File: src/rtl/serv_csr_ctrl_pkg.sv
// Shared constants for the CSR sequencer slice.
//   - CSR_SEL_*    : storage select codes driven on o_csr_sel
//   - CSR_SOURCE_* : write-source codes driven on o_csr_source
//   - CSR_ADDR_*   : architectural addresses of the implemented CSRs
//   - ILLEGAL_CAUSE: mcause value reported for an illegal CSR access
// The 0 codes (MTVEC / EXT) are also the idle value of the select and
// source outputs.
package serv_csr_ctrl_pkg;

  localparam logic [2:0] CSR_SEL_MTVEC    = 3'd0;
  localparam logic [2:0] CSR_SEL_MSCRATCH = 3'd1;
  localparam logic [2:0] CSR_SEL_MEPC     = 3'd2;
  localparam logic [2:0] CSR_SEL_MCAUSE   = 3'd3;
  localparam logic [2:0] CSR_SEL_MTVAL    = 3'd4;

  localparam logic [1:0] CSR_SOURCE_EXT = 2'd0;
  localparam logic [1:0] CSR_SOURCE_SET = 2'd1;
  localparam logic [1:0] CSR_SOURCE_CLR = 2'd2;
  localparam logic [1:0] CSR_SOURCE_CSR = 2'd3;

  localparam logic [11:0] CSR_ADDR_MTVEC    = 12'h305;
  localparam logic [11:0] CSR_ADDR_MSCRATCH = 12'h340;
  localparam logic [11:0] CSR_ADDR_MEPC     = 12'h341;
  localparam logic [11:0] CSR_ADDR_MCAUSE   = 12'h342;
  localparam logic [11:0] CSR_ADDR_MTVAL    = 12'h343;

  localparam logic [3:0] ILLEGAL_CAUSE = 4'd2;

endpackage

File: src/rtl/serv_csr_ctrl_if.sv
// Request channel from the core decoder into the CSR sequencer.
//   csr_valid : a decoded Zicsr instruction is presented
//   csr_ready : sequencer can take it this cycle
//   csr_addr  : 12-bit CSR address
//   funct3    : Zicsr funct3
//   rs1_zero  : rs1/uimm field is zero
//   uimm      : immediate for the *I forms
// Handshake: a request transfers on a rising clock edge where csr_valid
// and csr_ready are both high. The master holds valid and the payload
// stable until that edge; ready may be asserted without valid and carries
// no obligation on its own.
interface serv_csr_ctrl_if;
  logic        csr_valid;
  logic        csr_ready;
  logic [11:0] csr_addr;
  logic [2:0]  funct3;
  logic        rs1_zero;
  logic [4:0]  uimm;

  modport master (
    output csr_valid, csr_addr, funct3, rs1_zero, uimm,
    input  csr_ready
  );

  modport slave (
    input  csr_valid, csr_addr, funct3, rs1_zero, uimm,
    output csr_ready
  );
endinterface

File: src/rtl/serv_csr_decode.sv
// Combinational decode of a Zicsr request.
//   i_addr      : CSR address
//   i_funct3_lo : funct3[1:0] (operation; bit 2 only picks reg vs imm)
//   i_rs1_zero  : rs1/uimm field is zero
//   o_sel       : CSR_SEL_* of the addressed CSR
//   o_source    : CSR_SOURCE_* write source
//   o_illegal   : unimplemented address or funct3[1:0]==00
module serv_csr_decode
  import serv_csr_ctrl_pkg::*;
(
  input  logic [11:0] i_addr,
  input  logic [1:0]  i_funct3_lo,
  input  logic        i_rs1_zero,
  output logic [2:0]  o_sel,
  output logic [1:0]  o_source,
  output logic        o_illegal
);

  logic addr_ok;

  always_comb begin
    o_sel   = CSR_SEL_MTVEC;
    addr_ok = 1'b1;
    case (i_addr)
      CSR_ADDR_MTVEC:    o_sel = CSR_SEL_MTVEC;
      CSR_ADDR_MSCRATCH: o_sel = CSR_SEL_MSCRATCH;
      CSR_ADDR_MEPC:     o_sel = CSR_SEL_MEPC;
      CSR_ADDR_MCAUSE:   o_sel = CSR_SEL_MCAUSE;
      CSR_ADDR_MTVAL:    o_sel = CSR_SEL_MTVAL;
      default:           addr_ok = 1'b0;
    endcase
  end

  // Set/clear with a zero mask leaves the CSR untouched, so it is
  // issued as a plain read-back of the CSR itself.
  always_comb begin
    o_source = CSR_SOURCE_EXT;
    case (i_funct3_lo)
      2'b10:   o_source = i_rs1_zero ? CSR_SOURCE_CSR : CSR_SOURCE_SET;
      2'b11:   o_source = i_rs1_zero ? CSR_SOURCE_CSR : CSR_SOURCE_CLR;
      default: o_source = CSR_SOURCE_EXT;
    endcase
  end

  assign o_illegal = ~addr_ok | (i_funct3_lo == 2'b00);

endmodule

File: src/rtl/serv_csr_ctrl.sv
// Bit-serial sequencer in front of the CSR storage block. Takes one Zicsr
// request (bus) or one trap request, then runs a 2**CNT_W-cycle LSB-first
// transfer and pulses o_done.
//   i_clk, i_rst_n         : clock, async active-low reset
//   bus (slave)            : request channel (valid/ready + payload)
//   i_rs1                  : serial rs1 bit aligned with o_cnt
//   i_trap_valid/_cause    : trap request (level) and its cause
//   o_en, o_csr_sel, o_csr_source, o_d, o_trap, o_mcause : to CSR storage
//   o_cnt                  : current bit index
//   o_rd_en, o_rd_zero     : serial rd writeback control
//   o_done                 : one-cycle completion pulse
//   o_dbg_state            : FSM state (0 IDLE, 1 XFER, 2 TRAP, 3 DONE)
// Build option SERV_CSR_ILLEGAL_TRAP_EN: when defined an illegal access
// takes the trap phase with mcause 2; otherwise it runs a transfer with
// the storage disabled and rd forced to zero.
module serv_csr_ctrl
  import serv_csr_ctrl_pkg::*;
#(
  parameter int CNT_W = 5
) (
  input  logic              i_clk,
  input  logic              i_rst_n,
  serv_csr_ctrl_if.slave    bus,
  input  logic              i_rs1,
  input  logic              i_trap_valid,
  input  logic [3:0]        i_trap_cause,
  output logic              o_en,
  output logic [2:0]        o_csr_sel,
  output logic [1:0]        o_csr_source,
  output logic              o_d,
  output logic              o_trap,
  output logic [3:0]        o_mcause,
  output logic [CNT_W-1:0]  o_cnt,
  output logic              o_rd_en,
  output logic              o_rd_zero,
  output logic              o_done,
  output logic [1:0]        o_dbg_state
);

`ifdef SERV_CSR_ILLEGAL_TRAP_EN
  localparam bit ILL_TRAP_EN = 1'b1;
`else
  localparam bit ILL_TRAP_EN = 1'b0;
`endif

  typedef enum logic [1:0] {
    IDLE = 2'd0,
    XFER = 2'd1,
    TRAP = 2'd2,
    DONE = 2'd3
  } state_t;

  state_t            state;
  logic [CNT_W-1:0]  cnt;
  logic              imm_q;
  logic [4:0]        uimm_q;
  logic [2:0]        dec_sel;
  logic [1:0]        dec_source;
  logic              dec_illegal;
  logic              accept;
  logic [(1<<CNT_W)-1:0] uimm_ext;

  serv_csr_decode u_decode (
    .i_addr      (bus.csr_addr),
    .i_funct3_lo (bus.funct3[1:0]),
    .i_rs1_zero  (bus.rs1_zero),
    .o_sel       (dec_sel),
    .o_source    (dec_source),
    .o_illegal   (dec_illegal)
  );

  // A trap request masks ready, which gives it priority over a CSR request.
  assign bus.csr_ready = (state == IDLE) & ~i_trap_valid;
  assign accept        = bus.csr_valid & bus.csr_ready;

  assign o_cnt       = cnt;
  assign o_dbg_state = state;

  // Immediate forms shift out uimm zero-extended to the full word.
  assign uimm_ext = {{((1 << CNT_W) - 5){1'b0}}, uimm_q};
  assign o_d      = o_en & ~o_trap & (imm_q ? uimm_ext[cnt] : i_rs1);

  always_ff @(posedge i_clk or negedge i_rst_n) begin
    if (!i_rst_n) begin
      state        <= IDLE;
      cnt          <= '0;
      imm_q        <= 1'b0;
      uimm_q       <= '0;
      o_en         <= 1'b0;
      o_csr_sel    <= CSR_SEL_MTVEC;
      o_csr_source <= CSR_SOURCE_EXT;
      o_trap       <= 1'b0;
      o_mcause     <= '0;
      o_rd_en      <= 1'b0;
      o_rd_zero    <= 1'b0;
      o_done       <= 1'b0;
    end else begin
      o_done <= 1'b0;
      case (state)
        IDLE: begin
          if (i_trap_valid || (accept && dec_illegal && ILL_TRAP_EN)) begin
            state     <= TRAP;
            o_en      <= 1'b1;
            o_trap    <= 1'b1;
            o_csr_sel <= CSR_SEL_MEPC;
            o_mcause  <= i_trap_valid ? i_trap_cause : ILLEGAL_CAUSE;
          end else if (accept) begin
            // An illegal access that does not trap still walks the full
            // transfer so rd is written with zero and o_done keeps timing.
            state        <= XFER;
            o_en         <= ~dec_illegal;
            o_rd_en      <= 1'b1;
            o_rd_zero    <= dec_illegal;
            o_csr_sel    <= dec_sel;
            o_csr_source <= dec_source;
            imm_q        <= bus.funct3[2];
            uimm_q       <= bus.uimm;
          end
        end
        XFER, TRAP: begin
          cnt <= cnt + CNT_W'(1);
          if (cnt == '1) begin
            state        <= DONE;
            o_en         <= 1'b0;
            o_trap       <= 1'b0;
            o_rd_en      <= 1'b0;
            o_rd_zero    <= 1'b0;
            o_csr_sel    <= CSR_SEL_MTVEC;
            o_csr_source <= CSR_SOURCE_EXT;
            o_mcause     <= '0;
            o_done       <= 1'b1;
          end
        end
        DONE:    state <= IDLE;
        default: state <= IDLE;
      endcase
    end
  end

endmodule

File: src/flat_wrapper.sv
// flat-port wrapper written by rule: the top's interface ports become plain ports
module serv_csr_ctrl_flat import serv_csr_ctrl_pkg::*;
#(
  parameter int CNT_W = 5
)
  (i_clk, i_rst_n, i_rs1, i_trap_valid, i_trap_cause, o_en, o_csr_sel, o_csr_source, o_d, o_trap, o_mcause, o_cnt, o_rd_en, o_rd_zero, o_done, o_dbg_state, bus_csr_valid, bus_csr_addr, bus_funct3, bus_rs1_zero, bus_uimm, bus_csr_ready);
  serv_csr_ctrl_if bus_i ();
  input  logic i_clk;
  input  logic i_rst_n;
  input  logic i_rs1;
  input  logic i_trap_valid;
  input  logic [3:0] i_trap_cause;
  output logic o_en;
  output logic [2:0] o_csr_sel;
  output logic [1:0] o_csr_source;
  output logic o_d;
  output logic o_trap;
  output logic [3:0] o_mcause;
  output logic [CNT_W-1:0] o_cnt;
  output logic o_rd_en;
  output logic o_rd_zero;
  output logic o_done;
  output logic [1:0] o_dbg_state;
  input wire logic [$bits(bus_i.csr_valid)-1:0] bus_csr_valid;
  input wire logic [$bits(bus_i.csr_addr)-1:0] bus_csr_addr;
  input wire logic [$bits(bus_i.funct3)-1:0] bus_funct3;
  input wire logic [$bits(bus_i.rs1_zero)-1:0] bus_rs1_zero;
  input wire logic [$bits(bus_i.uimm)-1:0] bus_uimm;
  output wire logic [$bits(bus_i.csr_ready)-1:0] bus_csr_ready;
  assign bus_i.csr_valid = bus_csr_valid;
  assign bus_i.csr_addr = bus_csr_addr;
  assign bus_i.funct3 = bus_funct3;
  assign bus_i.rs1_zero = bus_rs1_zero;
  assign bus_i.uimm = bus_uimm;
  assign bus_csr_ready = bus_i.csr_ready;
  serv_csr_ctrl #(.CNT_W(CNT_W)) u_core (.i_clk(i_clk), .i_rst_n(i_rst_n), .bus(bus_i), .i_rs1(i_rs1), .i_trap_valid(i_trap_valid), .i_trap_cause(i_trap_cause), .o_en(o_en), .o_csr_sel(o_csr_sel), .o_csr_source(o_csr_source), .o_d(o_d), .o_trap(o_trap), .o_mcause(o_mcause), .o_cnt(o_cnt), .o_rd_en(o_rd_en), .o_rd_zero(o_rd_zero), .o_done(o_done), .o_dbg_state(o_dbg_state));
endmodule
File: config.mk
export PLATFORM = sky130hd
export DESIGN_NAME = serv_csr_ctrl_flat
export DESIGN_NICKNAME = d
export VERILOG_FILES = /design/src/rtl/serv_csr_ctrl_pkg.sv /design/src/rtl/serv_csr_ctrl_if.sv /design/src/rtl/serv_csr_decode.sv /design/src/rtl/serv_csr_ctrl.sv /design/src/flat_wrapper.sv
export SDC_FILE = /design/constraint.sdc
export NUM_CORES = 1
export LEC_CHECK = 0
export ABC_CLOCK_PERIOD_IN_PS = 4750
export CAP_MARGIN = 20
export CORE_MARGIN = 1.5
export CORE_UTILIZATION = 45
export DETAILED_ROUTE_END_ITERATION = 6
export GPL_ROUTABILITY_DRIVEN = 0
export HOLD_SLACK_MARGIN = 0.12
export PLACE_DENSITY = 0.94
export SLEW_MARGIN = 20
export SYNTH_ARGS = -nofsm -noshare
export SYNTH_HDL_FRONTEND = slang
export SYNTH_SLANG_ARGS = --single-unit
File: constraint.sdc
create_clock -name i_clk -period 4.75 [get_ports i_clk]
set_input_delay 0.475 -clock i_clk [delete_from_list [all_inputs] [get_ports i_clk]]
set_output_delay 0.475 -clock i_clk [all_outputs]
set_load 0.005 [all_outputs]
# Yosys cells after proc, flatten, opt, wreduce, memory -nomap -nowiden
# Cells that the tools add are included.
# word_totals
regBits	27
output_inout_bits	23
wordCells	86
# op_classes
n_reduce_logical	10
mux	37
n_bitwise	9
eq_ne	16
n_lt_le_gt_ge	1
add_sub_neg	1
# ops
op	n
$eq A12 B10 Y1 const B	5
$mux W1	14
$mux W2	7
$pmux W3 S4	1
$mux W3	3
$reduce_and A3 Y1	3
$eq A2 B2 Y1 const B	4
$mux W4	2
$pmux W1 S2	4
$pmux W2 S2	2
$pmux W4 S2	1
$lt A5 B6 Y1 const B	1
$pmux W2 S3	1
$pmux W3 S2	1
$add A5 B1 Y5 const B	1
$bmux W1 S5	1
$eq A5 B5 Y1 const B	1
$reduce_or A5 Y1	1
$and A1 B1 Y1	4
$logic_not A2 Y1	2
$ne A2 B1 Y1 const B	2
$ne A2 B2 Y1 const B	2
$not A1 Y1	4
$reduce_and A4 Y1	1
other kinds (6)	6

# Longest topological paths before layout
# logic_depth
depth_word	9
mapped_depth	7

# Cells and area by module
# A second synthesis with hierarchy kept.
# unflattened
hier_cells	115
hier_area_um2	1387.6
# modules_own_cells
module	area_each_um2	instances	cells_per_inst	seq_area_each_um2
serv_csr_ctrl	1285.0	1	101	675.6
serv_csr_decode	102.6	1	14	0.0

# Worst setup path before layout
# No wires, ideal clock.
# synth_path
path_kind	register to register
start	register u_core.cnt[0] (netlist: u_core.o_cnt[0])
end	register u_core.state[0] (netlist: u_core.o_dbg_state[0])
synth_period_minus_slack_ps	1665
setup_ps	121
path_stages_with_launch	7
setup_slack_ps	3085
t_arrival_ps	1544
required_ps	4629
path_buffers	0
cell_sequence	dfrtp_1 -> ha_1 -> and3_1 -> ha_1 -> nand2b_1 -> and2_1 -> o22a_1
# synth_via
elab_chain_len	3
# synth_lines
item	line	rtl
from (decl)	serv_csr_ctrl.sv:54	logic [CNT_W-1:0] cnt;
from (signal assigned)	serv_csr_ctrl.sv:121	cnt <= cnt + CNT_W'(1);
$eq A5 B5 Y1	serv_csr_ctrl.sv:122	if (cnt == '1) begin
$ne A2 B1 Y1 (no source line)	-	
$reduce_and A2 Y1 (no source line)	-	
to (signal assigned)	serv_csr_ctrl.sv:123	state <= DONE;
to (signal assigned)	serv_csr_ctrl.sv:134	DONE: state <= IDLE;
to (signal assigned)	serv_csr_ctrl.sv:135	default: state <= IDLE;
to (decl)	serv_csr_ctrl.sv:53	state_t state;
# No other way between the ends.
# A chain may end at the register's enable or synchronous reset.

# Worst setup path after layout
# layout_path
start	register u_core.cnt[0] (netlist: u_core.o_cnt[0])
end	output port o_d
# layout_via
elab_chain_len	4
# layout_lines
item	line	rtl
$bmux W1 S5	serv_csr_ctrl.sv:81	assign o_d = o_en & ~o_trap & (imm_q ? uimm_ext[cnt] : i_rs1);
$mux W1 (not written as such)	serv_csr_ctrl.sv:81	
$mux W1	serv_csr_ctrl.sv:81	
$and A1 B1 Y1	serv_csr_ctrl.sv:81	
to (decl)	flat_wrapper.sv:16	output logic o_d;
# No other way between the ends. The select of a mux whose other input is x is not followed.

==> metrics.cfg <==
[clock_tree]
ctsHoldBuffers = 1
root_buffer = clkbuf_4
clk_pin_slew_worst_paths_ns = 0.17
cts_buffers = 3
clk_latency_ns = 0.36
cts_tree = built
h-tree-depth = 1
postCtsSetupBuffers = 0
ctsResizeCount = 0
clock_sinks = 27
clockBufferDepth = 2

[logic_synthesis]
syn_inst = 123
yosysWarningCount = 0
async_flop_share = 1.000
syn-cell-area_mm2 = 0.001349
synth_top_family_by_area = simple AND/OR/NAND/NOR gates
synth_fa_ha_area_frac = 0.04638
yosysTopAreaCell = dfrtp_1
syn_nets = 158
synth_compound_area_frac = 0.1577
synth.distinct_cells = 33
synth_xor_area_frac = 0.02597
synth_edf_count = 0
synth-main-ff-cell = dfrtp_1
synthSimpleGateAreaFrac = 0.1670
synth_area_leaders = dfrtp_1 50%, mux2_2 7.5%, ha_1 4.6%
ys_seq_elements = 27
synth_top_cell_area_share = 0.5009
muxShareOfSynthArea = 0.08256
avgSynthCellArea_um2 = 10.97
seq_area_frac_synth = 0.5009

[floorplan]
dieWidth_um = 57.75
die_area_mm2 = 0.003334
start_util = 0.4808
core-area_mm2 = 0.002805
pin_count = 53
rows = 19
die_height_um = 57.75

[placement]
dp_cells = 205
io_buffer_count = 52
dp_hpwl_mm = 2.586
postPlaceCellArea_mm2 = 0.001899

[finish]
final_common_cell = clkdlybuf4s50_1
fin_nets = 215
num_antenna_cells = 0
areaGrowthSynthToFinish_pct = 43.88
layout.cells.non_filler = 210
final_util = 0.6918
postLayoutCellArea_mm2 = 0.001941
final_cell_mix = 51 x clkdlybuf4s50_1, 27 x dfrtp_1, 14 x nand2_1
drive_gt1_frac = 0.1061

[routing]
drt-pass1-iter-count = 6
postRouteAntennaNets = 0
drt-initial-drc-count = 40
vias_per_cell = 5.576
wl_mm = 3.360
vias = 1171
drc = 3
wire_per_inst_um = 16.00

[setup_path]
arrival_ns = 2.22
critPathBufInv = 1
critPathMaxFanout = 7
crit_family = compound AO/OA/AOI/OAI gates
cp-end-kind = primary output
path_cells = nand2b_1 -> a21oi_1 -> o2111ai_1 -> a211oi_1 -> clkdlybuf4s50_1
cpPeakStageDelay_ns = 0.57
slowest_stage = clkdlybuf4s50_1
cp-start-kind = flip-flop
cp.required_ns = 4.28
crit_type = reg -> out

[sta]
hold_viol_final = 0
fin_tns_setup_ns = 0
fmax_mhz = 371.3
skew_ns = 0.02054
tightest_slew_ns = 0.6262
rsz0062_at_grt = no
relSlewSlack = 0.5816
finalCritPeriodShare = 0.5669
layout_min_cycle_time_ns = 2.693
drv_slew = 0
setup_viol = 0

[grt]
grt_use_total = 0.2140
use_met2 = 0.3685
grt_pass1_vias = 1198
grt_max_degree = 28
grt_pass1_wl_mm = 5.416
busiest_layer = met2
antenna_found_initial = 0
use_met3 = 0.02232
grt_overflow = 0
use_met1 = 0.2656

[run_status]
violations = design-rule violations
status = complete, but fails checks

[power_and_ir_drop]
leakage_nw = 0.8283
vdd_drop_max_v = 0.0002516
powerDensity_mw_per_mm2 = 570.8
p_total_w = 0.001108

[min_path]
min_path_type = reg -> reg

[job]
max_cap_violations = 0

==> tightest hold or removal path: cells and delay by family (launching register included) <==
family | cells | cell delay (ns)
simple gates | 1 | 0.05
flops | 1 | 0.37
compound gates | 1 | 0.06
==> final timing paths <==
kind                                          to  depth (start not counted)  slack (ns)                  start
setup / recovery                             o_d                          5        2.06        u_core.o_cnt[0]
hold / removal               u_core.o_csr_sel[0]                          2        0.50    u_core.o_csr_sel[0]
setup reg to reg             u_core.o_csr_sel[2]                          5        2.66  u_core.o_dbg_state[0]
hold reg to reg              u_core.o_csr_sel[0]                          2        0.50    u_core.o_csr_sel[0]
max in group asynchronous  u_core.o_dbg_state[1]                          2        3.72                i_rst_n
min in group asynchronous     u_core.o_mcause[0]                          2        0.63                i_rst_n
==> cell type report <==
type | instances | area, um2
fillers | 208 | 864.6
flip-flops and latches | 27 | 675.6
multi-input cells | 89 | 646.9
repair buffers | 53 | 525.5
well taps | 31 | 38.79
clock buffers | 3 | 22.52
inverters | 6 | 22.52
clock inverters | 1 | 8.758
==> synth_stat cells (2+ instances only) <==
cell	instances
dfrtp_1	27
nand2_1	14
a21oi_1	11
mux2_2	9
inv_1	6
a22o_1	5
ha_1	5
and2_1	4
nand2b_1	4
nor2_1	4
o21ai_0	4
a21o_1	2
a31oi_1	2
nand3_1	2
nor2b_1	2
o22a_1	2
o2bb2ai_1	2
xnor2_1	2
xor2_1	2
==> routing by layer <==
layer	up-vias	wire length (um)
met5	-	0
met4	0	98
met3	9	143
met2	34	1730
met1	575	1387
li1	553	-
==> cells by family (layout without fill, tap and decap cells) <==
kind of cell,Yosys count,after routing
AOI/OAI and AO/OA,31,31
xor gates and xnor gates,4,4
adders and majority gates,5,5
buffers and inverters,7,63
DFF,27,27
muxes,10,10
and+or+nand+nor,39,39
==> registers in the layout, indices dropped and copies added, names as in the netlist <==
| signal | cells |
|---|---|
| u_core.uimm_q | 5 |
| u_core.o_mcause | 4 |
| u_core.o_rd_en | 1 |
| u_core.o_en | 1 |
| u_core.o_rd_zero | 1 |
| u_core.o_done | 1 |
| u_core.o_dbg_state | 2 |
| u_core.o_csr_sel | 3 |
| u_core.o_trap | 1 |
| u_core.imm_q | 1 |
| u_core.o_csr_source | 2 |
| u_core.o_cnt | 5 |
==> power by group <==
part	internal (W)	total, W	switching, W	leakage [nW]
logic	0.000331	0.000587	0.000256	0.483
clock network	0.0000345	0.000111	0.0000760	0.0183
registers	0.000327	0.000410	0.0000836	0.327
==> stage by stage <==
step	worst slack (ns)	hold slack, ns
CTS	2.069	0.5035
finish	2.057	0.4982
detailed placement	2.443	0.4648
global route	1.944	0.5504
global placement	2.523	0.4727
floorplan	3.085	0.1794
Note: power is estimated with default switching activity, not from simulation.
